### config.mk
export PLATFORM = sky130hd
export DESIGN_NAME = id_stage_pipelined_flat
export DESIGN_NICKNAME = d
export VERILOG_FILES = /design/src/rtl/id_stage_pipelined_if.sv /design/src/rtl/id_stage_pipelined.sv /design/src/flat_wrapper.sv
export SDC_FILE = /design/constraint.sdc
export NUM_CORES = 1
export LEC_CHECK = 0
export ABC_AREA = 0
export CAP_MARGIN = 25
export CORE_UTILIZATION = 25
export CTS_CLUSTER_DIAMETER = 80
export DETAILED_ROUTE_END_ITERATION = 10
export PLACE_DENSITY_LB_ADDON = 0.1
export RECOVER_POWER = 25
export SLEW_MARGIN = 0
export SYNTH_ARGS = -nofsm -noshare
export SYNTH_HDL_FRONTEND = slang
export SYNTH_SLANG_ARGS = --single-unit
### constraint.sdc
create_clock -name clk -period 2.4 [get_ports clk]
set_input_delay 0.48 -clock clk [delete_from_list [all_inputs] [get_ports clk]]
set_output_delay 0.48 -clock clk [all_outputs]
set_load 0.05 [all_outputs]
### src/rtl/id_stage_pipelined_if.sv
// id_stage_pipelined_if: instruction-in / decoded-bundle-out handshake and register-file write port
interface id_stage_pipelined_if #(parameter int DW = 32);
    logic          in_valid, in_ready, hazard, flush, wb_en, out_valid, out_ready;
    logic [31:0]   instr;
    logic [3:0]    sr, wb_dest;
    logic [DW-1:0] wb_data;
    logic          wb_en_o, mem_r_en, mem_w_en, b, s, imm, two_src;
    logic [3:0]    exe_cmd, dest, src1, src2;
    logic [DW-1:0] val_rn, val_rm;
    logic [11:0]   shift_operand;
    logic [23:0]   simm24;
    modport master (
        output in_valid, instr, hazard, flush, sr, wb_en, wb_dest, wb_data, out_ready,
        input  in_ready, out_valid, wb_en_o, mem_r_en, mem_w_en, b, s, imm, two_src,
               exe_cmd, dest, src1, src2, val_rn, val_rm, shift_operand, simm24
    );
    modport slave (
        input  in_valid, instr, hazard, flush, sr, wb_en, wb_dest, wb_data, out_ready,
        output in_ready, out_valid, wb_en_o, mem_r_en, mem_w_en, b, s, imm, two_src,
               exe_cmd, dest, src1, src2, val_rn, val_rm, shift_operand, simm24
    );
endinterface

### src/rtl/id_stage_pipelined.sv
// id_stage_pipelined: ARM-style decode stage with register file, condition squash and EXE-side skid-free handshake
module id_stage_pipelined #(
    parameter int DW     = 32,
    parameter int NREG   = 16,
    parameter int BYPASS = 1
) (
    input logic                 clk,
    input logic                 rst_n,
    id_stage_pipelined_if.slave bus
);
    localparam int IW = (NREG > 1) ? $clog2(NREG) : 1;

    logic [DW-1:0] rf [NREG];
    logic [1:0]    mode;
    logic [3:0]    opcode, alu, exe_d, rn_i, src2_d;
    logic          status, op_ok, is_cmp, dp, ld_st, is_str, cond_ok, acc, wr;
    logic          wb_d, mr_d, mw_d, b_d, s_d;
    logic [DW-1:0] rn_d, rm_d;

    function automatic logic cond_eval(input logic [3:0] c, input logic [3:0] f);
        logic z, cf, v, n;
        {z, cf, v, n} = f;
        case (c)
            4'b0000: return z;
            4'b0001: return ~z;
            4'b0010: return cf;
            4'b0011: return ~cf;
            4'b0100: return n;
            4'b0101: return ~n;
            4'b0110: return v;
            4'b0111: return ~v;
            4'b1000: return cf & ~z;
            4'b1001: return ~cf | z;
            4'b1010: return n == v;
            4'b1011: return n != v;
            4'b1100: return ~z & (n == v);
            4'b1101: return z | (n != v);
            4'b1110: return 1'b1;
            default: return 1'b0;
        endcase
    endfunction

    function automatic logic [4:0] alu_cmd(input logic [3:0] op);
        case (op)
            4'b1101: return 5'b1_0001;
            4'b1111: return 5'b1_1001;
            4'b0100: return 5'b1_0010;
            4'b0101: return 5'b1_0011;
            4'b0010: return 5'b1_0100;
            4'b0110: return 5'b1_0101;
            4'b0000: return 5'b1_0110;
            4'b1100: return 5'b1_0111;
            4'b0001: return 5'b1_1000;
            4'b1010: return 5'b1_0100;
            4'b1000: return 5'b1_0110;
            default: return 5'b0_0000;
        endcase
    endfunction

    assign mode     = bus.instr[27:26];
    assign opcode   = bus.instr[24:21];
    assign status   = bus.instr[20];
    assign rn_i     = bus.instr[19:16];
    assign {op_ok, alu} = alu_cmd(opcode);
    assign is_cmp   = (opcode == 4'b1010) || (opcode == 4'b1000);
    assign dp       = mode == 2'b00;
    assign ld_st    = mode == 2'b01;
    assign is_str   = ld_st & ~status;
    assign cond_ok  = cond_eval(bus.instr[31:28], bus.sr);
    assign exe_d    = !cond_ok ? 4'b0000 : dp ? alu : ld_st ? 4'b0010 : 4'b0000;
    assign wb_d     = cond_ok & ((dp & op_ok & ~is_cmp) | (ld_st & status));
    assign mr_d     = cond_ok & ld_st & status;
    assign mw_d     = cond_ok & is_str;
    assign b_d      = cond_ok & (mode == 2'b10);
    assign s_d      = cond_ok & dp & op_ok & status;
    assign src2_d   = is_str ? bus.instr[15:12] : bus.instr[3:0];

    // Write-back in the decode cycle can be forwarded so the operand is never stale
    assign wr   = bus.wb_en && (32'(bus.wb_dest) < NREG);
    assign rn_d = (BYPASS != 0 && wr && bus.wb_dest == rn_i) ? bus.wb_data :
                  (32'(rn_i) < NREG) ? rf[rn_i[IW-1:0]] : '0;
    assign rm_d = (BYPASS != 0 && wr && bus.wb_dest == src2_d) ? bus.wb_data :
                  (32'(src2_d) < NREG) ? rf[src2_d[IW-1:0]] : '0;

    assign bus.in_ready = ~bus.hazard & ~bus.flush & (~bus.out_valid | bus.out_ready);
    assign acc          = bus.in_valid & bus.in_ready;

    always_ff @(posedge clk or negedge rst_n) begin
        if (!rst_n) begin
            for (int i = 0; i < NREG; i++) rf[i] <= '0;
        end else if (wr) begin
            rf[bus.wb_dest[IW-1:0]] <= bus.wb_data;
        end
    end

    always_ff @(posedge clk or negedge rst_n) begin
        if (!rst_n) begin
            bus.out_valid     <= 1'b0;
            bus.wb_en_o       <= 1'b0;
            bus.mem_r_en      <= 1'b0;
            bus.mem_w_en      <= 1'b0;
            bus.b             <= 1'b0;
            bus.s             <= 1'b0;
            bus.exe_cmd       <= '0;
            bus.val_rn        <= '0;
            bus.val_rm        <= '0;
            bus.imm           <= 1'b0;
            bus.shift_operand <= '0;
            bus.simm24        <= '0;
            bus.dest          <= '0;
            bus.src1          <= '0;
            bus.src2          <= '0;
            bus.two_src       <= 1'b0;
        end else if (bus.flush) begin
            bus.out_valid <= 1'b0;
        end else if (acc) begin
            bus.out_valid     <= 1'b1;
            bus.wb_en_o       <= wb_d;
            bus.mem_r_en      <= mr_d;
            bus.mem_w_en      <= mw_d;
            bus.b             <= b_d;
            bus.s             <= s_d;
            bus.exe_cmd       <= exe_d;
            bus.val_rn        <= rn_d;
            bus.val_rm        <= rm_d;
            bus.imm           <= bus.instr[25];
            bus.shift_operand <= bus.instr[11:0];
            bus.simm24        <= bus.instr[23:0];
            bus.dest          <= bus.instr[15:12];
            bus.src1          <= rn_i;
            bus.src2          <= src2_d;
            bus.two_src       <= ~bus.instr[25] | is_str;
        end else if (bus.out_ready) begin
            bus.out_valid <= 1'b0;
        end
    end
endmodule

### src/flat_wrapper.sv
// flat-port wrapper written by rule: the top's interface ports become plain ports
module id_stage_pipelined_flat 
#(
    parameter int DW     = 32,
    parameter int NREG   = 16,
    parameter int BYPASS = 1
)
  (clk, rst_n, bus_in_valid, bus_instr, bus_hazard, bus_flush, bus_sr, bus_wb_en, bus_wb_dest, bus_wb_data, bus_out_ready, bus_in_ready, bus_out_valid, bus_wb_en_o, bus_mem_r_en, bus_mem_w_en, bus_b, bus_s, bus_imm, bus_two_src, bus_exe_cmd, bus_dest, bus_src1, bus_src2, bus_val_rn, bus_val_rm, bus_shift_operand, bus_simm24);
  id_stage_pipelined_if #(.DW(DW)) bus_i ();
  input logic clk;
  input logic rst_n;
  input wire logic [$bits(bus_i.in_valid)-1:0] bus_in_valid;
  input wire logic [$bits(bus_i.instr)-1:0] bus_instr;
  input wire logic [$bits(bus_i.hazard)-1:0] bus_hazard;
  input wire logic [$bits(bus_i.flush)-1:0] bus_flush;
  input wire logic [$bits(bus_i.sr)-1:0] bus_sr;
  input wire logic [$bits(bus_i.wb_en)-1:0] bus_wb_en;
  input wire logic [$bits(bus_i.wb_dest)-1:0] bus_wb_dest;
  input wire logic [$bits(bus_i.wb_data)-1:0] bus_wb_data;
  input wire logic [$bits(bus_i.out_ready)-1:0] bus_out_ready;
  output wire logic [$bits(bus_i.in_ready)-1:0] bus_in_ready;
  output wire logic [$bits(bus_i.out_valid)-1:0] bus_out_valid;
  output wire logic [$bits(bus_i.wb_en_o)-1:0] bus_wb_en_o;
  output wire logic [$bits(bus_i.mem_r_en)-1:0] bus_mem_r_en;
  output wire logic [$bits(bus_i.mem_w_en)-1:0] bus_mem_w_en;
  output wire logic [$bits(bus_i.b)-1:0] bus_b;
  output wire logic [$bits(bus_i.s)-1:0] bus_s;
  output wire logic [$bits(bus_i.imm)-1:0] bus_imm;
  output wire logic [$bits(bus_i.two_src)-1:0] bus_two_src;
  output wire logic [$bits(bus_i.exe_cmd)-1:0] bus_exe_cmd;
  output wire logic [$bits(bus_i.dest)-1:0] bus_dest;
  output wire logic [$bits(bus_i.src1)-1:0] bus_src1;
  output wire logic [$bits(bus_i.src2)-1:0] bus_src2;
  output wire logic [$bits(bus_i.val_rn)-1:0] bus_val_rn;
  output wire logic [$bits(bus_i.val_rm)-1:0] bus_val_rm;
  output wire logic [$bits(bus_i.shift_operand)-1:0] bus_shift_operand;
  output wire logic [$bits(bus_i.simm24)-1:0] bus_simm24;
  assign bus_i.in_valid = bus_in_valid;
  assign bus_i.instr = bus_instr;
  assign bus_i.hazard = bus_hazard;
  assign bus_i.flush = bus_flush;
  assign bus_i.sr = bus_sr;
  assign bus_i.wb_en = bus_wb_en;
  assign bus_i.wb_dest = bus_wb_dest;
  assign bus_i.wb_data = bus_wb_data;
  assign bus_i.out_ready = bus_out_ready;
  assign bus_in_ready = bus_i.in_ready;
  assign bus_out_valid = bus_i.out_valid;
  assign bus_wb_en_o = bus_i.wb_en_o;
  assign bus_mem_r_en = bus_i.mem_r_en;
  assign bus_mem_w_en = bus_i.mem_w_en;
  assign bus_b = bus_i.b;
  assign bus_s = bus_i.s;
  assign bus_imm = bus_i.imm;
  assign bus_two_src = bus_i.two_src;
  assign bus_exe_cmd = bus_i.exe_cmd;
  assign bus_dest = bus_i.dest;
  assign bus_src1 = bus_i.src1;
  assign bus_src2 = bus_i.src2;
  assign bus_val_rn = bus_i.val_rn;
  assign bus_val_rm = bus_i.val_rm;
  assign bus_shift_operand = bus_i.shift_operand;
  assign bus_simm24 = bus_i.simm24;
  id_stage_pipelined #(.DW(DW), .NREG(NREG), .BYPASS(BYPASS)) u_core (.clk(clk), .rst_n(rst_n), .bus(bus_i));
endmodule
# Yosys cells after proc, flatten, opt, wreduce, memory -nomap -nowiden
# Memories as Yosys holds them, arrays and structs flattened.
# Index checks and enable logic that the tools add are counted.
[totals] in_bits=79 rom_bits=80 reg_bits=636 word_cells=121 n_memories=1
[memory_table] name="(no name shown)" depth=16 word_bits=5 read_ports=1 rd_ports_with_merged_regs=0 write_ports=0 line="id_stage_pipelined.sv:44" text="case (op)"
[classes] magnitude_cmp=4 n_eq_ne=22 n_bitwise=35 mux=19 reduce_logical=8
[op_table] cell="$bwmux W512" n=1
[op_table] cell="$bmux W32 S4" n=2
[op_table] cell="$mux W32" n=7
[op_table] cell="$demux W32 S4" n=1
[op_table] cell="$eq A4 B4 Y1 const B" n=9
[op_table] cell="$and A1 B1 Y1" n=17
[op_table] cell="$eq A4 B3 Y1 const B" n=4
[op_table] cell="$ge A5 B5 Y1 const B" n=3
[op_table] cell="$not A4 Y5" n=3
[op_table] cell="$pmux W1 S15" n=1
[op_table] cell="$mux W4" n=3
[op_table] cell="$not A1 Y1" n=10
[op_table] cell="$eq A4 B2 Y1 const B" n=2
[op_table] cell="$eq A4 B4 Y1" n=2
[op_table] cell="$lt A5 B1 Y1 const B" n=1
[op_table] cell="$or A1 B1 Y1" n=5
[op_table] cell="$eq A4 B1 Y1 const B" n=1
[op_table] cell="$logic_not A4 Y1" n=1
[op_table] cell="$logic_and A1 B1 Y1" n=3
[op_table] cell="$mux W1" n=3
[op_table] cell="$reduce_bool A3 Y1" n=1
[op_table] cell="$eq A2 B1 Y1 const B" n=1
[op_table] cell="$eq A2 B2 Y1 const B" n=1
[op_table] cell="$logic_not A2 Y1" n=1
[op_table] cell="other kinds (5)" n=5

# Logic depth before layout (Yosys ltp)
[depth] ltp_word=8 depth_mapped=10 depth_no_buf=7

# Least setup slack after synthesis
# No wires, ideal clock.
[synth_path] path_type="register to register" start="register u_core.bus.out_valid" end="register u_core.bus.s" n_path_buf=2 setup_slack_ns=-0.763 arrival_ns=3.094 stages_incl_launch_ff=9 t_required_ns=2.331 path_cell_list="dfrtp_1 nand2b_1 nor3b_1 nand2_1 clkbuf_1 a211oi_1 a311o_1 clkbuf_1 a32o_1"
[synth_between] elab_chain_cells=5
[synth_lines] item="start: declaration" line="id_stage_pipelined_if.sv:19" text="output in_ready, out_valid, wb_en_o, mem_r_en, mem_w_en, b, s, imm, two_src,"
[synth_lines] item="start signal: assignment" line="id_stage_pipelined.sv:98" text="bus.out_valid <= 1'b0;"
[synth_lines] item="start signal: assignment" line="id_stage_pipelined.sv:115" text="bus.out_valid <= 1'b0;"
[synth_lines] item="start signal: assignment" line="id_stage_pipelined.sv:117" text="bus.out_valid <= 1'b1;"
[synth_lines] item="$not A1 Y1" line="id_stage_pipelined.sv:85" text="assign bus.in_ready = ~bus.hazard & ~bus.flush & (~bus.out_valid | bus.out_ready);"
[synth_lines] item="$or A1 B1 Y1" line="id_stage_pipelined.sv:85"
[synth_lines] item="$and A1 B1 Y1" line="id_stage_pipelined.sv:85"
[synth_lines] item="via bus_in_ready" line="flat_wrapper.sv:21" text="output wire logic [$bits(bus_i.in_ready)-1:0] bus_in_ready;"
[synth_lines] item="$and A1 B1 Y1" line="id_stage_pipelined.sv:86" text="assign acc = bus.in_valid & bus.in_ready;"
[synth_lines] item="$reduce_and A2 Y1 (no source line)"
[synth_lines] item="end signal: assignment" line="id_stage_pipelined.sv:103" text="bus.s <= 1'b0;"
[synth_lines] item="end signal: assignment" line="id_stage_pipelined.sv:122" text="bus.s <= s_d;"
[synth_lines] item="end: declaration" line="id_stage_pipelined_if.sv:19"
# The timed path passes the listed nets, and every way through them passes these cells.
# A chain may end at the register's enable or synchronous reset.

# Worst setup path after layout
[layout_path] start="register u_core.bus.val_rn[27] (netlist name)" end="output bus_val_rn[27]"
[layout_rtl] item="start: declaration" line="id_stage_pipelined_if.sv:20" text="exe_cmd, dest, src1, src2, val_rn, val_rm, shift_operand, simm24"
[layout_rtl] item="start signal: assignment" line="id_stage_pipelined.sv:124" text="bus.val_rn <= rn_d;"
[layout_rtl] item="end: declaration" line="flat_wrapper.sv:34" text="output wire logic [$bits(bus_i.val_rn)-1:0] bus_val_rn;"
# No word-level cell between the ends.

==> impl_metrics.tcl <==
set metrics [dict create \
    fillCellCount 14300 \
    drt_iter0_drc 1879 \
    cp-endpoint "bus_val_rn[27]" \
    avgRoutedWirePerCell_um 26.9 \
    slowest_delay_ps 810 \
    cp_cell_sequence "clkdlybuf4s50_1" \
    clock_latency_ps 690 \
    cts_root_buffer "clkbuf_16" \
    slew_headroom_pct 1.28 \
    cp-end-kind "primary output" \
    async_reset_ff_share_pct 100 \
    cts_buffer_depth 3 \
    nets 3519 \
    drive_above_1_share_pct 30.8 \
    die_w_um 380 \
    yosysSeqAreaShare_pct 43.3 \
    startpoint "u_core.bus.val_rn[27]" \
    synth_area_leaders "dfrtp_1, mux4_2, mux2_2" \
    drt_pre_antenna_iters 5 \
    total_power_mw 38.1 \
    dp_hpwl_um 96800 \
    coreArea_um2 141000 \
    postCtsSetupBuffers 0 \
    clk_pin_slew_ps 60 \
    holdWs_ps 113 \
    synth_cell_types 57 \
    cts_buffers 83 \
    ys.warnings.count 0 \
    seq_area_um2 15400 \
    grt_max_degree 66 \
    synth_top_area_cell "dfrtp_1" \
    leakagePower_nw 19.4 \
    drv_slew 0 \
    numPortBuffers 203 \
    grt_pass1_vias 28000 \
    grt_setup_unrepaired "no" \
    r2r_cells 5 \
    cp_num_cells 1 \
    outcome "finished clean" \
    rows 138 \
    cts_sinks 616 \
    n_antenna_cell 0 \
    finalCritPeriodShare_pct 97.4 \
    hp-class "input port to register" \
    antenna_found_initial 2 \
    vias 27500 \
    htreeDepth 3 \
    cp_num_buf_inv 1 \
    r2r_setup_slack_ps 400 \
    synth_top_area_share_pct 43.3 \
    final_util_pct 32.0 \
    initial_core_util_pct 25.2 \
    drc 0 \
    antenna_left 0 \
    required_ps 1920 \
    via_per_inst 5.09 \
    crit_family "buffers and inverters" \
    finalCriticalPeriod_ps 2340 \
    hold_viol 0 \
    synth_edf_count 0 \
    cap_violations 0 \
    max_slew.worst_pin.slew_ps 1480 \
    synth_area_um2 35600 \
    die_height_um 380 \
    critPathMaxFanout 2 \
    synth_fp_nets 3248 \
    setup_viol 0 \
    peakVddDrop_uv 487 \
    grtUsageTotal_pct 20.1 \
    fin_skew_ps 45.0 \
    worstSetupPathType "register to primary output" \
    arrival_ps 1860 \
    io_pins 204 \
    max_freq_mhz 428 \
    synth_ff_type "dfrtp_1" \
    grt.overflow.total 0 \
    grt_pass1_wl_um 212000 \
    synth-seq-cells 616 \
    syn_avg_cell_area_um2 11.3 \
    slowest_stage "clkdlybuf4s50_1" \
    worstSetupStartpointType "register" \
    multi_input_area_um2 18800 \
    cts_tree "done" \
    regToRegEndpoint "u_core.bus.val_rn[31]" \
    gp_congestion 0.790 \
    dieArea_um2 144000 \
    drt-total-wl_um 145000 \
    reg2reg_from "u_core.rf[415]" \
    powerDensity_nw_per_um2 841 \
    syn-instance-count 3164 \
    area_growth_pct 27.1 \
]
-- worst min-delay path: stages --
cell and delay (ps):
buf_6 160, nand2_1 80, nand2_1 40
-- registers in the layout, summed over array words and instances, names as in the netlist --
signal                cells
u_core.bus.val_rm        32
u_core.bus.out_valid      1
u_core.bus.b              1
u_core.bus.two_src        1
u_core.bus.exe_cmd        4
u_core.bus.src2           4
u_core.bus.simm24        24
u_core.bus.imm            1
u_core.bus.mem_r_en       1
u_core.bus.s              1
u_core.rf               512
u_core.bus.val_rn        32
u_core.bus.mem_w_en       1
u_core.bus.wb_en_o        1
-- where the power goes --
group	switching, mW	internal [mW]	total, mW	leakage, nW
clock network	5.26	7.24	12.5	1.31
logic	5.51	5.10	10.6	10.5
registers	2.25	12.7	15.0	7.64
total	13.0	25.1	38.1	19.4
-- cell families (layout without fill, tap and decap cells) --
logic type / Yosys count / after routing / share of synthesized area (%)
and+or+nand+nor: 806 / 806 / 9.51
AOI/OAI and AO/OA: 552 / 552 / 9.41
muxes: 811 / 811 / 32.9
DFF: 616 / 616 / 43.3
buffers and inverters: 366 / 702 / 4.50
adders and majority gates: 5 / 5 / 0.176
xor gates and xnor gates: 8 / 8 / 0.218
-- cells in the mapped netlist, drive strengths merged (32+ instances only) --
master	instances
clkbuf	210
buf	118
a311oi	33
dfrtp	616
mux2i	227
o21ai	320
nor2	55
nand2	553
nand3	159
a21oi	104
mux4	255
inv	38
o22ai	33
a221oi	32
mux2	329
-- final cells by class --
type | count | area share (%)
multi-input combinational | 2182 | 41.5
tap | 1890 | 5.22
inverter | 38 | 0.315
timing repair buffer | 514 | 13.0
clock inverter | 31 | 0.740
clock buffer | 119 | 5.24
sequential | 616 | 34.0
-- placed cells by master, fill, tap and decap left out, types with 17 or more instances in the layout --
cell	instances
a21oi_1	103
a221oi_2	30
a311oi_1	33
buf_12	131
buf_4	167
clkbuf_1	27
clkbuf_16	83
clkbuf_8	17
clkdlybuf4s50_1	90
dfrtp_1	616
dlygate4sd2_1	94
inv_1	38
mux2_2	315
mux2i_1	226
mux4_2	255
nand2_1	550
nand3_1	159
nor2_1	46
o21ai_0	317
o22ai_1	33
-- layer usage --
metal	share of wire (%)	track usage, %
met2	47	32.1
met5	0.0062	0
met4	2.3	5.22
met1	47	28.5
met3	4.0	2.66
-- stage by stage --
step | setup TNS [ps] | cell area [um^2] | cells | worst slack, ps
floorplan | -1210 | 35600 | 3164 | -40.8
global placement | -97630 | 42800 | 5239 | -559
detailed placement | -95830 | 42800 | 5239 | -577
CTS | 0 | 45400 | 5390 | 0.0444
global route | 0 | 45300 | 5390 | 0.960
finish | 0 | 45300 | 5390 | 63.3
-- what timing repair did --
item | 4_1_cts | 5_1_grt
hold buffers | 1 | 0
setup endpoints to repair | 97 | 9
endpoints found under the hold margin | 22 | 0
pin swaps | 0 | 0
gates resized for setup | 94 | 9
-- worst min path at each step --
stage | cells after the start | from | end
CTS | 3 | bus_instr[1] | u_core.bus.simm24[1]
global placement | 1 | rst_n | u_core.bus.mem_r_en
finish | 3 | bus_instr[1] | u_core.bus.simm24[1]
floorplan | 0 | rst_n | u_core.bus.b
global route | 3 | bus_instr[1] | u_core.bus.simm24[1]
detailed placement | 1 | rst_n | u_core.bus.mem_r_en
No activity file was read; power rests on OpenSTA's default activity.
